==> src/rtl/b01_outp_collector.sv <==
// b01_outp_collector
// Collects the serial OUTP/OVERFLW stream of the b01 flow comparator and packs
// OUTP LSB-first into WIDTH-bit words. Finished (or flushed) words move into a
// one-entry valid/ready output buffer that drains at the consumer's pace.
// Optional feature macro: B01_OVF_COUNT_EN adds a saturating counter of
// OVERFLW rising events on OVF_CNT; without it OVF_CNT is tied to 0.
module b01_outp_collector #(
    parameter int WIDTH = 8,
    parameter int CNT_W = 4
) (
    input  logic                         clock_i,
    input  logic                         reset_i,
    input  logic                         outp_i,
    input  logic                         overflw_i,
    input  logic                         bit_en_i,
    input  logic                         flush_i,
    output logic [WIDTH-1:0]             word_data_o,
    output logic [$clog2(WIDTH+1)-1:0]   word_len_o,
    output logic                         word_ovf_o,
    output logic                         word_valid_o,
    input  logic                         word_ready_i,
    output logic                         drop_o,
    output logic [CNT_W-1:0]             ovf_cnt_o
);

    localparam int LEN_W = $clog2(WIDTH+1);
    localparam logic [LEN_W-1:0] FULL_CNT = LEN_W'(WIDTH);

    // FILL: collecting bits (cnt < WIDTH); HOLD: complete word waiting for the buffer
    localparam logic [0:0] ST_FILL = 1'b0;
    localparam logic [0:0] ST_HOLD = 1'b1;

    logic [0:0]       state_q, state_d;
    logic [WIDTH-1:0] asmData_q, asmData_d;
    logic [LEN_W-1:0] cnt_q, cnt_d;
    logic             stickyOvf_q, stickyOvf_d;
    logic             flushPend_q, flushPend_d;

    logic [WIDTH-1:0] bufData_q, bufData_d;
    logic [LEN_W-1:0] bufLen_q, bufLen_d;
    logic             bufOvf_q, bufOvf_d;
    logic             bufValid_q, bufValid_d;
    logic             drop_q, drop_d;

    logic             bufFree;
    logic             flushReq;
    logic [WIDTH-1:0] addData;
    logic [LEN_W-1:0] addCnt;
    logic             addOvf;
    logic             doMove;
    logic [WIDTH-1:0] moveData;
    logic [LEN_W-1:0] moveLen;
    logic             moveOvf;

    // Next-state logic: fold in this cycle's bit, then decide whether the word moves out
    always_comb begin
        bufFree  = !bufValid_q || word_ready_i;
        flushReq = flush_i || flushPend_q;

        addData = asmData_q;
        addCnt  = cnt_q;
        addOvf  = stickyOvf_q;
        if (bit_en_i && (state_q == ST_FILL)) begin
            for (int i = 0; i < WIDTH; i++) begin
                if (cnt_q == LEN_W'(i)) begin
                    addData[i] = outp_i;
                end
            end
            addCnt = cnt_q + LEN_W'(1);
            addOvf = stickyOvf_q | overflw_i;
        end

        state_d     = state_q;
        asmData_d   = asmData_q;
        cnt_d       = cnt_q;
        stickyOvf_d = stickyOvf_q;
        flushPend_d = flushPend_q;
        drop_d      = 1'b0;
        doMove      = 1'b0;
        moveData    = addData;
        moveLen     = addCnt;
        moveOvf     = addOvf;

        case (state_q)
            ST_FILL: begin
                doMove = bufFree &&
                         ((addCnt == FULL_CNT) || (flushReq && (addCnt != '0)));
                if (doMove) begin
                    asmData_d   = '0;
                    cnt_d       = '0;
                    stickyOvf_d = 1'b0;
                    flushPend_d = 1'b0;
                end else begin
                    asmData_d   = addData;
                    cnt_d       = addCnt;
                    stickyOvf_d = addOvf;
                    flushPend_d = flushReq && (addCnt != '0);
                    state_d     = (addCnt == FULL_CNT) ? ST_HOLD : ST_FILL;
                end
            end
            ST_HOLD: begin
                // A flush here is satisfied by the held word itself
                flushPend_d = 1'b0;
                moveData    = asmData_q;
                moveLen     = cnt_q;
                moveOvf     = stickyOvf_q;
                if (bufFree) begin
                    doMove  = 1'b1;
                    state_d = ST_FILL;
                    if (bit_en_i) begin
                        asmData_d   = {{(WIDTH-1){1'b0}}, outp_i};
                        cnt_d       = LEN_W'(1);
                        stickyOvf_d = overflw_i;
                    end else begin
                        asmData_d   = '0;
                        cnt_d       = '0;
                        stickyOvf_d = 1'b0;
                    end
                end else begin
                    drop_d = bit_en_i;
                end
            end
            default: begin
                state_d = ST_FILL;
            end
        endcase

        bufData_d  = bufData_q;
        bufLen_d   = bufLen_q;
        bufOvf_d   = bufOvf_q;
        bufValid_d = bufValid_q;
        if (doMove) begin
            bufData_d  = moveData;
            bufLen_d   = moveLen;
            bufOvf_d   = moveOvf;
            bufValid_d = 1'b1;
        end else if (word_ready_i) begin
            bufValid_d = 1'b0;
        end
    end

    // State, assembly and output buffer registers
    always_ff @(posedge clock_i) begin
        if (reset_i) begin
            state_q     <= ST_FILL;
            asmData_q   <= '0;
            cnt_q       <= '0;
            stickyOvf_q <= 1'b0;
            flushPend_q <= 1'b0;
            bufData_q   <= '0;
            bufLen_q    <= '0;
            bufOvf_q    <= 1'b0;
            bufValid_q  <= 1'b0;
            drop_q      <= 1'b0;
        end else begin
            state_q     <= state_d;
            asmData_q   <= asmData_d;
            cnt_q       <= cnt_d;
            stickyOvf_q <= stickyOvf_d;
            flushPend_q <= flushPend_d;
            bufData_q   <= bufData_d;
            bufLen_q    <= bufLen_d;
            bufOvf_q    <= bufOvf_d;
            bufValid_q  <= bufValid_d;
            drop_q      <= drop_d;
        end
    end

    assign word_data_o  = bufData_q;
    assign word_len_o   = bufLen_q;
    assign word_ovf_o   = bufOvf_q;
    assign word_valid_o = bufValid_q;
    assign drop_o       = drop_q;

`ifdef B01_OVF_COUNT_EN
    logic             prevOvf_q;
    logic [CNT_W-1:0] ovfCnt_q;

    // Count OVERFLW 0->1 transitions across sampled bits, saturating at all-ones
    always_ff @(posedge clock_i) begin
        if (reset_i) begin
            prevOvf_q <= 1'b0;
            ovfCnt_q  <= '0;
        end else if (bit_en_i) begin
            prevOvf_q <= overflw_i;
            if (overflw_i && !prevOvf_q && (ovfCnt_q != '1)) begin
                ovfCnt_q <= ovfCnt_q + CNT_W'(1);
            end
        end
    end

    assign ovf_cnt_o = ovfCnt_q;
`else
    assign ovf_cnt_o = '0;
`endif

endmodule

==> config.mk <==
export PLATFORM = sky130hd
export DESIGN_NAME = b01_outp_collector
export DESIGN_NICKNAME = d
export VERILOG_FILES = /design/src/rtl/b01_outp_collector.sv
export SDC_FILE = /design/constraint.sdc
export NUM_CORES = 1
export LEC_CHECK = 0
export CAP_MARGIN = 5
export CORE_MARGIN = 3
export CORE_UTILIZATION = 55
export CTS_BUF_LIST = sky130_fd_sc_hd__clkbuf_2 sky130_fd_sc_hd__clkbuf_4 sky130_fd_sc_hd__clkbuf_8
export CTS_CLUSTER_SIZE = 16
export DETAILED_ROUTE_END_ITERATION = 12
export PLACE_DENSITY_LB_ADDON = 0.05
export REMOVE_ABC_BUFFERS = 1
export SYNTH_ARGS = -nofsm -noshare
export SYNTH_HDL_FRONTEND = slang
export SYNTH_SLANG_ARGS = --single-unit
==> constraint.sdc <==
create_clock -name clock_i -period 3 [get_ports clock_i]
set_input_delay 0.75 -clock clock_i [delete_from_list [all_inputs] [get_ports clock_i]]
set_output_delay 0.75 -clock clock_i [all_outputs]
set_load 0.05 [all_outputs]
After elaboration in Yosys (flattened, before gate mapping)
Index checks and enable logic that the tools add are counted.

Register bits after elaboration: 30. Memory bits (writable): 0. Logic and storage cells: 69. Latch bits: 0. Output and inout bits: 19. Input port bits: 7. Memories kept: 0. ROM bits: 0.

Add/subtract/negate cells: 1. Div/mod/pow operators: 0. Eq/ne operators: 9. Reduce and logical (&&, ||, !) cells: 11. Multipliers: 0. Shifts and indexed selects: 0. Magnitude comparators: 0. Bitwise logic cells: 2. Muxes and demuxes: 36.

Operators by type and width (count): $mux W8 (4); $mux W1 (22); $eq A4 B3 Y1 const B (4); $mux W4 (4); $pmux W8 S2 (1); $eq A4 B2 Y1 const B (2); $pmux W1 S2 (4); $pmux W4 S2 (1); $add A4 B1 Y4 const B (1); $eq A4 B1 Y1 const B (1); $eq A4 B4 Y1 const B (1); $logic_not A4 Y1 (1); $reduce_bool A4 Y1 (1); $logic_and A1 B1 Y1 (3); $logic_or A1 B1 Y1 (3); $reduce_or A3 Y1 (1); $ne A2 B1 Y1 const B (1); $reduce_bool A2 Y1 (1); $logic_not A1 Y1 (1); $not A1 Y1 (1); $or A1 B1 Y1 (1).

Depth between registers and ports, before layout
Gate-level depths: netlist of run 1.

Depth in word-level cells: 9. Mapped depth: 8. Mapped depth without buffers: 7.

Worst setup path before layout of run 1
Ideal clock, no wire load.

Path type: reg-to-reg. Start: reg cnt_q[0]. End: reg bufData_q[1], in the netlist word_data_o[1]. Required time: 2.879 ns. Clock period less this slack: 2.219 ns. Setup time: 0.121 ns. Stages on the path, launching flop included: 8. Path slack: 0.781 ns. Path buffers: 0. Arrival: 2.098 ns. Cell sequence: dfxtp_1 > inv_1 > ha_1 > and4bb_2 > a211oi_1 > a311oi_4 > o21ai_4 > mux2_4.

Word-level cells in the longest chain between the ends: 7. Elaborated cells between the ends (all ways): 12. Those cells by class: add/sub: 1; eq/ne: 2; mux: 5; reduce/logical: 4.

RTL lines: from (decl) (RTL line 35) `logic [LEN_W-1:0] cnt_q, cnt_d;`; from (signal assigned) (RTL line 158) `cnt_q <= cnt_d;`; $add A4 B1 Y4 (RTL line 69) `addCnt = cnt_q + LEN_W'(1);`; $mux W4 (RTL line 63) `if (bit_en_i && (state_q == ST_FILL)) begin`; $reduce_bool A4 Y1 (RTL line 87) `((addCnt == FULL_CNT) || (flushReq && (addCnt != '0)));`; $logic_and A1 B1 Y1 (RTL line 87); $logic_or A1 B1 Y1 (RTL line 87); $logic_and A1 B1 Y1 (RTL line 86) `doMove = bufFree &&`; $pmux W1 S2 (RTL line 84) `case (state_q)`; to (signal assigned) (RTL line 161) `bufData_q <= bufData_d;`; to (decl) (RTL line 39) `logic [WIDTH-1:0] bufData_q, bufData_d;`.

Parallel ways exist; a longest one is shown, timed or not. A chain may end at the register's enable or synchronous reset.

Worst setup path after layout of run 1
Start: in bit_en_i. End: reg bufData_q[2], in the netlist word_data_o[2].

Word-level cells in the longest chain between the ends: 7. Elaborated cells between the ends (all ways): 10. Those cells by class: eq/ne: 1; mux: 4; reduce/logical: 5.

RTL lines: from (decl) (RTL line 15) `input logic bit_en_i,`; $logic_and A1 B1 Y1 * (RTL line 63); $mux W4 (RTL line 63); $reduce_bool A4 Y1 (RTL line 87); $logic_and A1 B1 Y1 (RTL line 87); $logic_or A1 B1 Y1 (RTL line 87); $logic_and A1 B1 Y1 (RTL line 86); $pmux W1 S2 (RTL line 84).

Mark *: on every way between the ends. The rest lies on a longest branch, timed or not.

==> qor.csv, run 1 <==
stage;metric;value;unit
outcome;status;complete, no violations;
setup_path;Critical Path RT;3240;ps
placement;placed inst area;1910;um^2
sta;post-route clock period utilization;86.2;%
route;antenna-violating nets left;0;
floorplan;Core Area;2810;um^2
yosys;Yosys Warn Count;0;
floorplan;Initial Util;59.1;%
finish;layout cell share with drive strength beyond 1;13.3;%
yosys;Post-synth EDFFs;0;
sta;RSZ-0062 raised after global routing;no;
setup_path;crit path buf inv count;2;
clocking;Post-CTS Resized;0;
yosys;most common cell in the synthesized netlist;dfxtp_1;
floorplan;IO Pins;26;
clocking;Clock Sinks;30;
clocking;CTS tree;built;
floorplan;die area;3710;um^2
grt;global-route wire length before repair;6760;um
setup_path;Top delay family on crit path;buffers and inverters;
grt;initial antenna violation count;0;
yosys;most frequent cells after synthesis;30 x dfxtp_1, 20 x nand2_1, 16 x nor2_1;
route;DRT Pass-1 Iters;6;
finish;Finished Cell Area;1990;um^2
sta;Slew headroom;60.1;%
clocking;Root Driver;clkbuf_4;
clocking;clock slew at reported path FFs;100;ps
setup_path;reg-to-reg setup timing slack;510;ps
setup_path;Worst R2R Start;cnt_q[0];
finish;NumNets Final;222;
finish;diode count;0;
setup_path;CP Capture Point;word_data_o[2];
setup_path;endpoint class of the critical path;flop;
route;vias post-DR;1457;
setup_path;startpoint types;primary input;
route;final WL;4060;um
floorplan;row count;19;
floorplan;die outline width;60.9;um
setup_path;CP peak stage delay;570;ps
grt;GRT Total Usage;25.2;%
placement;# port buffers;21;
placement;routability cong.;0.964;
clocking;TritonCTS Buffers;5;
setup_path;slowest CP cell;clkdlybuf4s50_1;
route;WL per Instance;16.8;um
yosys;synthesized area per cell;8.92;um^2
worst_hold_path;hold crit path type;flop to flop;
sta;pins over their slew limit;0;
sta;count of endpoints failing setup in the final report;0;
yosys;synth top area cells;dfxtp_1 36%, mux2i_1 6.0%, nand2_1 4.5%;
yosys;predominant post-synthesis flop cell;dfxtp_1;
clocking;Hold Buf Count CTS;0;
flow_run;Max-cap violations;0;
finish;Area Overhead vs Synth;20.0;%
yosys;synthesized flop and latch total;30;
yosys;Yosys cell types;44;
sta;setup_tns;0;ps
yosys;cell taking the most area after synthesis;dfxtp_1;
placement;pre-CTS setup slack;76.6;ps
sta;Setup Skew;18.7;ps
floorplan;Die Span Y;60.9;um
setup_path;Worst R2R End;word_data_o[7];
sta;Fin. Hold Viols;0;
yosys;top cell type's share of synthesized area;36.2;%
clocking;clock buffer depth;2;
yosys;Mapped Cells;186;
setup_path;worst-path fanout max;9;
clocking;post-CTS setup buffers;0;
power_and_ir_drop;VDD IR-drop max;0.000340;V
route;drt first-iter violations;61;
setup_path;r2r worst-path depth;8;
yosys;ys async rst share;0;%
setup_path;Setup CP Type;primary input to flop;
setup_path;crit-path cells;clkdlybuf4s50_1 > buf_4 > nor4bb_1 > mux2i_1 > nand2_1 > o211a_1 > mux2_4;
sta;worst-margin pin slew;590;ps
clocking;clk_lat worst skew;340;ps
power_and_ir_drop;pwr/cell area;497;nW/um^2
finish;layout filler cell count;231;
setup_path;Arr. time, crit path;2830;ps
route;drt via density;6.02;
yosys;sequential area share after synthesis;36.2;%
placement;HPWL after DPL;2930;um
setup_path;critical path depth in cells;7;
grt;Overflow after GRT;0;
worst_hold_path;Hold Path Stages;2;
grt;vias in the first global route;1425;
sta;Tmin final;2580;ps
clocking;H-tree levels;2;
setup_path;Worst Setup SP;bit_en_i;
yosys;Cell Area, Synth;1660;um^2
route;residual DRC count;0;
sta;Fmax;387;MHz
sta;slack of the critical path;415;ps
power_and_ir_drop;Pleak;0.840;nW
grt;largest net degree at the start of global routing;18;
## metal layers
layer | global-route usage, % | routed length [um]
met4 | 10.8 | 99
met3 | 4.89 | 274
met2 | 38.8 | 1820
met1 | 34.2 | 1860
met5 | 0 | 0
## worst min path at each step
stage | startpoint | endpoint | slack [ps]
6_report | word_len_o[1] | word_len_o[1] | 460
5_1_grt | word_len_o[1] | word_len_o[1] | 500
4_1_cts | word_len_o[1] | word_len_o[1] | 470
3_5_place_dp | asmData_q[3] | asmData_q[3] | 450
3_3_place_gp | asmData_q[3] | asmData_q[3] | 440
2_1_floorplan | asmData_q[3] | asmData_q[3] | 420
## cells in the final DEF (no fill, tap or decap), types with 5 or more instances in the layout
cell and n:
a21oi_1 8, buf_4 9, nand2_1 20, nor2_1 16, mux2i_1 10, nor2b_1 6, nand3_1 9, clkbuf_4 5
clkdlybuf4s50_1 21, dfxtp_1 30, o211a_1 5, o21ai_0 5
## cell type report
cell class              count  area (um^2)  area share (%)
inverters                   5         18.8           0.943
multi-input cells         139          973            48.9
flip-flops and latches     30          601            30.2
well taps                  31         38.8            1.95
clock buffers               6         51.3            2.58
repair buffers             30          278            14.0
clock inverters             1         30.0            1.51
## per-stage QoR
step / hold WS [ps] / cells / total power, mW / utilization [%]
after global routing: 504 / 242 / 1.03 / 71.0
after floorplan: 425 / 174 / 0.583 / -
after detailed placement: 453 / 235 / 0.656 / 68.1
after global placement: 439 / 235 / 0.652 / 68.1
final: 462 / 242 / 0.990 / 71.0
after CTS: 467 / 242 / 0.985 / 71.0
## cell families (layout without fill, tap and decap cells)
family | after synthesis | count (layout) | synth area share, %
compound gates | 44 | 44 | 20.6
xor+xnor | 5 | 5 | 3.09
fa+ha+maj | 4 | 4 | 3.02
buf+inv | 20 | 42 | 5.81
flops | 30 | 30 | 36.2
mux | 15 | 15 | 10.3
other cells | 1 | 4 | 0.226
simple gates | 67 | 67 | 20.7
## registers in the layout, indices dropped and copies added (netlist names), 4 cells and up
register     flops
word_len_o       4
asmData_q        8
cnt_q            4
word_data_o      8
## tightest hold or removal path: cells and delay by family (launching register included)
kind	cells	cell delay, ps
AND/OR/NAND/NOR	1	50
flip-flops	1	320
multiplexers	1	50
## where the power goes
part           switching [mW]  leakage, nW  internal [mW]
Clock                   0.148       0.0443          0.194
Sequential             0.0126        0.243          0.415
Combinational           0.137        0.552         0.0838
Total                   0.297        0.840          0.693
(Power assumes the default switching activity.)
==> inputs of run 2 (changes only) <==
--- a/config.mk
+++ b/config.mk
@@ -6,7 +6,6 @@
 export NUM_CORES = 1
 export LEC_CHECK = 0
 export CAP_MARGIN = 5
-export CORE_MARGIN = 3
 export CORE_UTILIZATION = 55
 export CTS_BUF_LIST = sky130_fd_sc_hd__clkbuf_2 sky130_fd_sc_hd__clkbuf_4 sky130_fd_sc_hd__clkbuf_8
 export CTS_CLUSTER_SIZE = 16
==> run 2 against run 1 <==
Effect of this change: the flow now finishes with violations (DRC); maximum frequency increased by 2.6%; non-clock buffer count fell by 1; setup slack better by 65 ps; die area shrank 13%; combinational power is essentially flat; routed wire length fell by 4.8%; clock-buffer cell count grew 1; sequential share of layout area rose by 0.38 points; register-to-register slack about the same; hold slack improved by 9.0 ps; first-iteration DRC count rose by 11%.
==> qor.csv, run 2 (synthesis results as in run 1) <==
stage;metric;value;unit
outcome;status;finished, violations left;
outcome;failing checks;DRC;
floorplan;Initial Util;59.1;%
power_and_ir_drop;Reg power frac;46.5;%
floorplan;die outline width;56.9;um
finish;most frequent cells in the layout;30 x dfxtp_1, 21 x clkdlybuf4s50_1, 20 x nand2_1;
floorplan;die area;3240;um^2
clocking;clk_lat worst skew;340;ps
sta;RSZ-0062 raised after global routing;no;
route;vias post-DR;1413;
route;drt via density;5.84;
clocking;clock slew at reported path FFs;100;ps
grt;global-route wire length before repair;6530;um
power_and_ir_drop;VDD IR-drop max;0.000373;V
sta;Tmin final;2520;ps
clocking;post-CTS setup buffers;0;
clocking;H-tree levels;2;
power_and_ir_drop;Pleak;0.830;nW
power_and_ir_drop;Comb pwr share;24.2;%
grt;vias in the first global route;1346;
sta;setup_tns;0;ps
grt;GR peak layer;met2;
floorplan;row count;19;
grt;grt met2 use;40.7;%
placement;routability cong.;0.868;
worst_hold_path;hold crit path type;flop to flop;
finish;layout cell share with drive strength beyond 1;13.3;%
power_and_ir_drop;Overall Power;0.920;mW
flow_run;Max-cap violations;0;
clocking;Clock Sinks;30;
route;drt first-iter violations;68;
sta;Fin Hold WS;471;ps
route;final WL;3860;um
grt;GRT Total Usage;26.9;%
setup_path;Arr. time, crit path;2760;ps
finish;NumNets Final;221;
sta;pins over their slew limit;0;
finish;diode count;0;
grt;initial antenna violation count;0;
floorplan;Die Span Y;56.9;um
setup_path;startpoint types;primary input;
placement;placed inst area;1900;um^2
finish;Area Overhead vs Synth;18.5;%
placement;HPWL after DPL;2840;um
route;antenna-violating nets left;0;
sta;worst-margin pin slew;554;ps
setup_path;Critical Path RT;3240;ps
grt;Overflow after GRT;0;
floorplan;Core Area;2810;um^2
grt;global-route met1 utilization;37.2;%
route;residual DRC count;4;
finish;Finished Cell Area;1970;um^2
clocking;TritonCTS Buffers;5;
placement;# port buffers;21;
setup_path;Setup CP Type;primary input to flop;
clocking;Hold Buf Count CTS;0;
clocking;CTS tree;built;
setup_path;worst-path fanout max;9;
power_and_ir_drop;Switch Pwr;0.298;mW
sta;count of endpoints failing setup in the final report;0;
sta;Slew headroom;63.0;%
sta;Setup Skew;16.0;ps
grt;Global Route met3 Usage;7.83;%
sta;Fin. Hold Viols;0;
power_and_ir_drop;Sw Share;32.4;%
finish;most common cell after layout, fill and taps aside;dfxtp_1;
clocking;clock buffer depth;2;
power_and_ir_drop;internal power;0.621;mW
route;WL per Instance;16.0;um
clocking;Post-CTS Resized;0;
sta;post-route clock period utilization;84.0;%
route;DRT Pass-1 Iters;8;
setup_path;endpoint class of the critical path;flop;
finish;layout filler cell count;237;
grt;largest net degree at the start of global routing;18;
sta;Fmax;397;MHz
clocking;Root Driver;clkbuf_4;
power_and_ir_drop;pwr/cell area;468;nW/um^2
power_and_ir_drop;Clk pwr share;29.3;%
floorplan;IO Pins;26;
==> run 2: changes by cell type in the layout (fill, tap and decap cells not counted) <==
cell	change
buf_4	-1
bufinv_16	-1
clkbuf_4	+1
clkinv_2	+1
==> run 2: worst max-delay path, cell delays in order <==
cell	delay (ps)
clkdlybuf4s50_1	600
buf_4	200
nor4bb_1	460
mux2i_1	300
nand2_1	80
o211a_1	110
mux2_4	260
==> run 2: metrics by stage <==
step / cells / worst slack, ps / util [%]
finish: 242 / 481 / 70.1
global route: 242 / 315 / 70.1
CTS: 242 / 486 / 70.1
detailed placement: 234 / 140 / 67.8
global placement: 234 / 236 / 67.8
floorplan: 174 / 664 / -
==> run 2: path summary, 6_finish.rpt <==
| kind | start | endpoint | slack [ps] | cells after the start |
|---|---|---|---|---|
| worst max-delay path | bit_en_i | word_data_o[2] | 480 | 7 |
| worst min-delay path | word_len_o[2] | word_len_o[2] | 470 | 2 |
| worst max register to register | cnt_q[0] | word_data_o[7] | 520 | 8 |
| worst min register to register | word_len_o[2] | word_len_o[2] | 470 | 2 |
==> run 2: power by group through the flow <==
stage / Combinational [mW] / Sequential (mW) / Clock [mW]
after global routing: 0.235 / 0.430 / 0.288
after CTS: 0.222 / 0.427 / 0.272
after floorplan: 0.110 / 0.473 / 0
final: 0.222 / 0.428 / 0.270
after global placement: 0.217 / 0.435 / 0
after detailed placement: 0.221 / 0.436 / 0
==> run 2: metal layers <==
metal / routed length (um) / part of all wire, % / up-vias
met1: 1910 / 49 / 667
li1: - / - / 706
met5: 0 / 0 / -
met4: 47 / 1.2 / 0
met3: 204 / 5.3 / 6
met2: 1700 / 44 / 34
==> run 2: final cells by class <==
cell class	count	area (um^2)	share of cell area, %
Multi-Input combinational cell	139	973	49.5
Clock buffer	7	58.8	2.99
Inverter	5	18.8	0.955
Tap cell	31	38.8	1.97
Sequential cell	30	601	30.6
Clock inverter	1	5.00	0.255
Timing Repair Buffer	29	270	13.7
==> inputs of run 3 (changes only) <==
--- a/config.mk
+++ b/config.mk
@@ -6,7 +6,7 @@
 export NUM_CORES = 1
 export LEC_CHECK = 0
 export CAP_MARGIN = 5
-export CORE_UTILIZATION = 55
+export CORE_UTILIZATION = 50
 export CTS_BUF_LIST = sky130_fd_sc_hd__clkbuf_2 sky130_fd_sc_hd__clkbuf_4 sky130_fd_sc_hd__clkbuf_8
 export CTS_CLUSTER_SIZE = 16
 export DETAILED_ROUTE_END_ITERATION = 12
==> constraint.sdc (replaced) <==
create_clock -name clock_i -period 2.2 [get_ports clock_i]
set_input_delay 0.55 -clock clock_i [delete_from_list [all_inputs] [get_ports clock_i]]
set_output_delay 0.55 -clock clock_i [all_outputs]
set_load 0.05 [all_outputs]
==> run 3 against run 2 <==
Effect of this change: global-route usage fell by 0.18 points; clock-buffer cell count unchanged; setup slack lost 370 ps; final cell count grew 16%; first-iteration DRC count shrank 2.9%; design area increased by 13%; flip-flop and latch count did not move; critical endpoint is now word_data_o[1]; via count rose by 11%; the run now ends clean; die area is 9.7% higher; register-to-register slack got worse by 410 ps; combinational power grew 61%; core utilization is 1.3 points higher; largest cell class unchanged.
==> qor.csv, run 3 (synthesis results as in run 1) <==
stage;metric;value;unit
outcome;status;complete, no violations;
flow_run;Max-cap violations;0;
grt;global-route wire length before repair;6810;um
finish;Core Util, Final;71.4;%
placement;# port buffers;21;
placement;placed inst area;2110;um^2
route;antenna-violating nets left;0;
setup_path;Arr. time, crit path;2320;ps
sta;count of endpoints failing setup in the final report;0;
setup_path;Critical Path RT;2430;ps
floorplan;die area;3550;um^2
sta;pins over their slew limit;0;
finish;most common cell after layout, fill and taps aside;buf_4;
floorplan;die outline width;59.6;um
route;residual DRC count;0;
clocking;clock buffer depth;2;
route;drt via density;5.57;
sta;post-route clock period utilization;95.1;%
sta;setup_tns;0;ps
floorplan;Initial Util;53.5;%
clocking;clk_lat worst skew;340;ps
grt;Overflow after GRT;0;
floorplan;Core Area;3100;um^2
setup_path;slowest CP cell;dfxtp_1;
setup_path;endpoint class of the critical path;flop;
clocking;Root Driver;clkbuf_4;
finish;diode count;0;
power_and_ir_drop;Pleak;0.984;nW
placement;routability cong.;0.861;
floorplan;row count;20;
setup_path;startpoint types;flop;
finish;layout cell share with drive strength beyond 1;25.3;%
finish;most frequent cells in the layout;34 x buf_4, 30 x dfxtp_1, 20 x nand2_1, 20 x clkdlybuf4s50_1, 16 x nor2_1;
setup_path;crit-path cells;inv_1 > ha_1 > and4bb_2 > a21o_1 > nand3_2 > o21ai_4 > mux2_4;
setup_path;CP peak stage delay;340;ps
clocking;Clock Sinks;30;
route;final WL;4320;um
grt;vias in the first global route;1441;
sta;Fmax;478;MHz
grt;initial antenna violation count;0;
route;WL per Instance;15.4;um
clocking;H-tree levels;2;
clocking;TritonCTS Buffers;5;
sta;Slew headroom;66.2;%
route;vias post-DR;1565;
clocking;clock slew at reported path FFs;90;ps
power_and_ir_drop;VDD IR-drop max;0.000328;V
route;DRT Pass-1 Iters;4;
setup_path;worst-path fanout max;5;
finish;NumNets Final;248;
clocking;Hold Buf Count CTS;0;
sta;Fin. Hold Viols;0;
setup_path;Top delay family on crit path;simple AND/OR/NAND/NOR gates;
finish;Finished Cell Area;2210;um^2
sta;Setup Skew;8.53;ps
finish;Area Overhead vs Synth;33.5;%
worst_hold_path;hold crit path type;flop to flop;
sta;Tmin final;2090;ps
setup_path;Setup CP Type;flop to flop;
route;drt first-iter violations;66;
grt;GRT Total Usage;26.8;%
floorplan;Die Span Y;59.6;um
grt;largest net degree at the start of global routing;13;
clocking;CTS tree;built;
placement;HPWL after DPL;3220;um
floorplan;IO Pins;26;
power_and_ir_drop;pwr/cell area;572;nW/um^2
setup_path;crit path buf inv count;1;
sta;worst-margin pin slew;506;ps
run 3: stage by stage:
stage | setup WS, ps | instances | hold WS [ps] | total power, mW
CTS | 4.19 | 280 | 467 | 1.27
global route | -11.4 | 281 | 472 | 1.32
finish | 108 | 281 | 465 | 1.27
floorplan | -19.1 | 174 | 425 | 0.795
global placement | -359 | 273 | 437 | 0.932
detailed placement | -381 | 273 | 445 | 0.937
run 3: metal layers:
layer  track usage (%)  routed length [um]  vias to the layer above
li1                  -                   -                      764
met4              10.6                  79                        0
met1              33.7                1940                      736
met5                 0                   0                        -
met2              43.0                2030                       55
met3              7.64                 276                       10
run 3: timing repair:
item | 4_1_cts | 5_1_grt
pin swaps | 1 | 2
setup buffers | 0 | 1
resized for setup | 1 | 9
endpoints found under the setup margin | 11 | 23
run 3: where the power goes:
part / switching, mW / leakage, nW / internal [mW]
clock network: 0.188 / 0.0322 / 0.145
registers: 0.0119 / 0.243 / 0.566
logic: 0.203 / 0.708 / 0.154
run 3: layout make-up:
type                       count  area, um^2
timing repair buffer          56         479
inverter                       5        18.8
fill                         275         888
tap                           44        55.1
clock buffer                   7        52.6
multi-input combinational    139        1010
sequential                    30         601
run 3: tightest hold or removal path, cell delays in order (launching register included):
cell and delay, ps:
dfxtp_1 320, nand2_1 50, o31ai_1 50
run 3: path summary, 6_finish.rpt:
check             cells after the start    startpoint              to  slack [ps]
setup / recovery                      7      cnt_q[1]  word_data_o[1]         110
hold / removal                        2  asmData_q[3]    asmData_q[3]         460
setup reg to reg                      7      cnt_q[1]  word_data_o[1]         110
hold reg to reg                       2  asmData_q[3]    asmData_q[3]         460
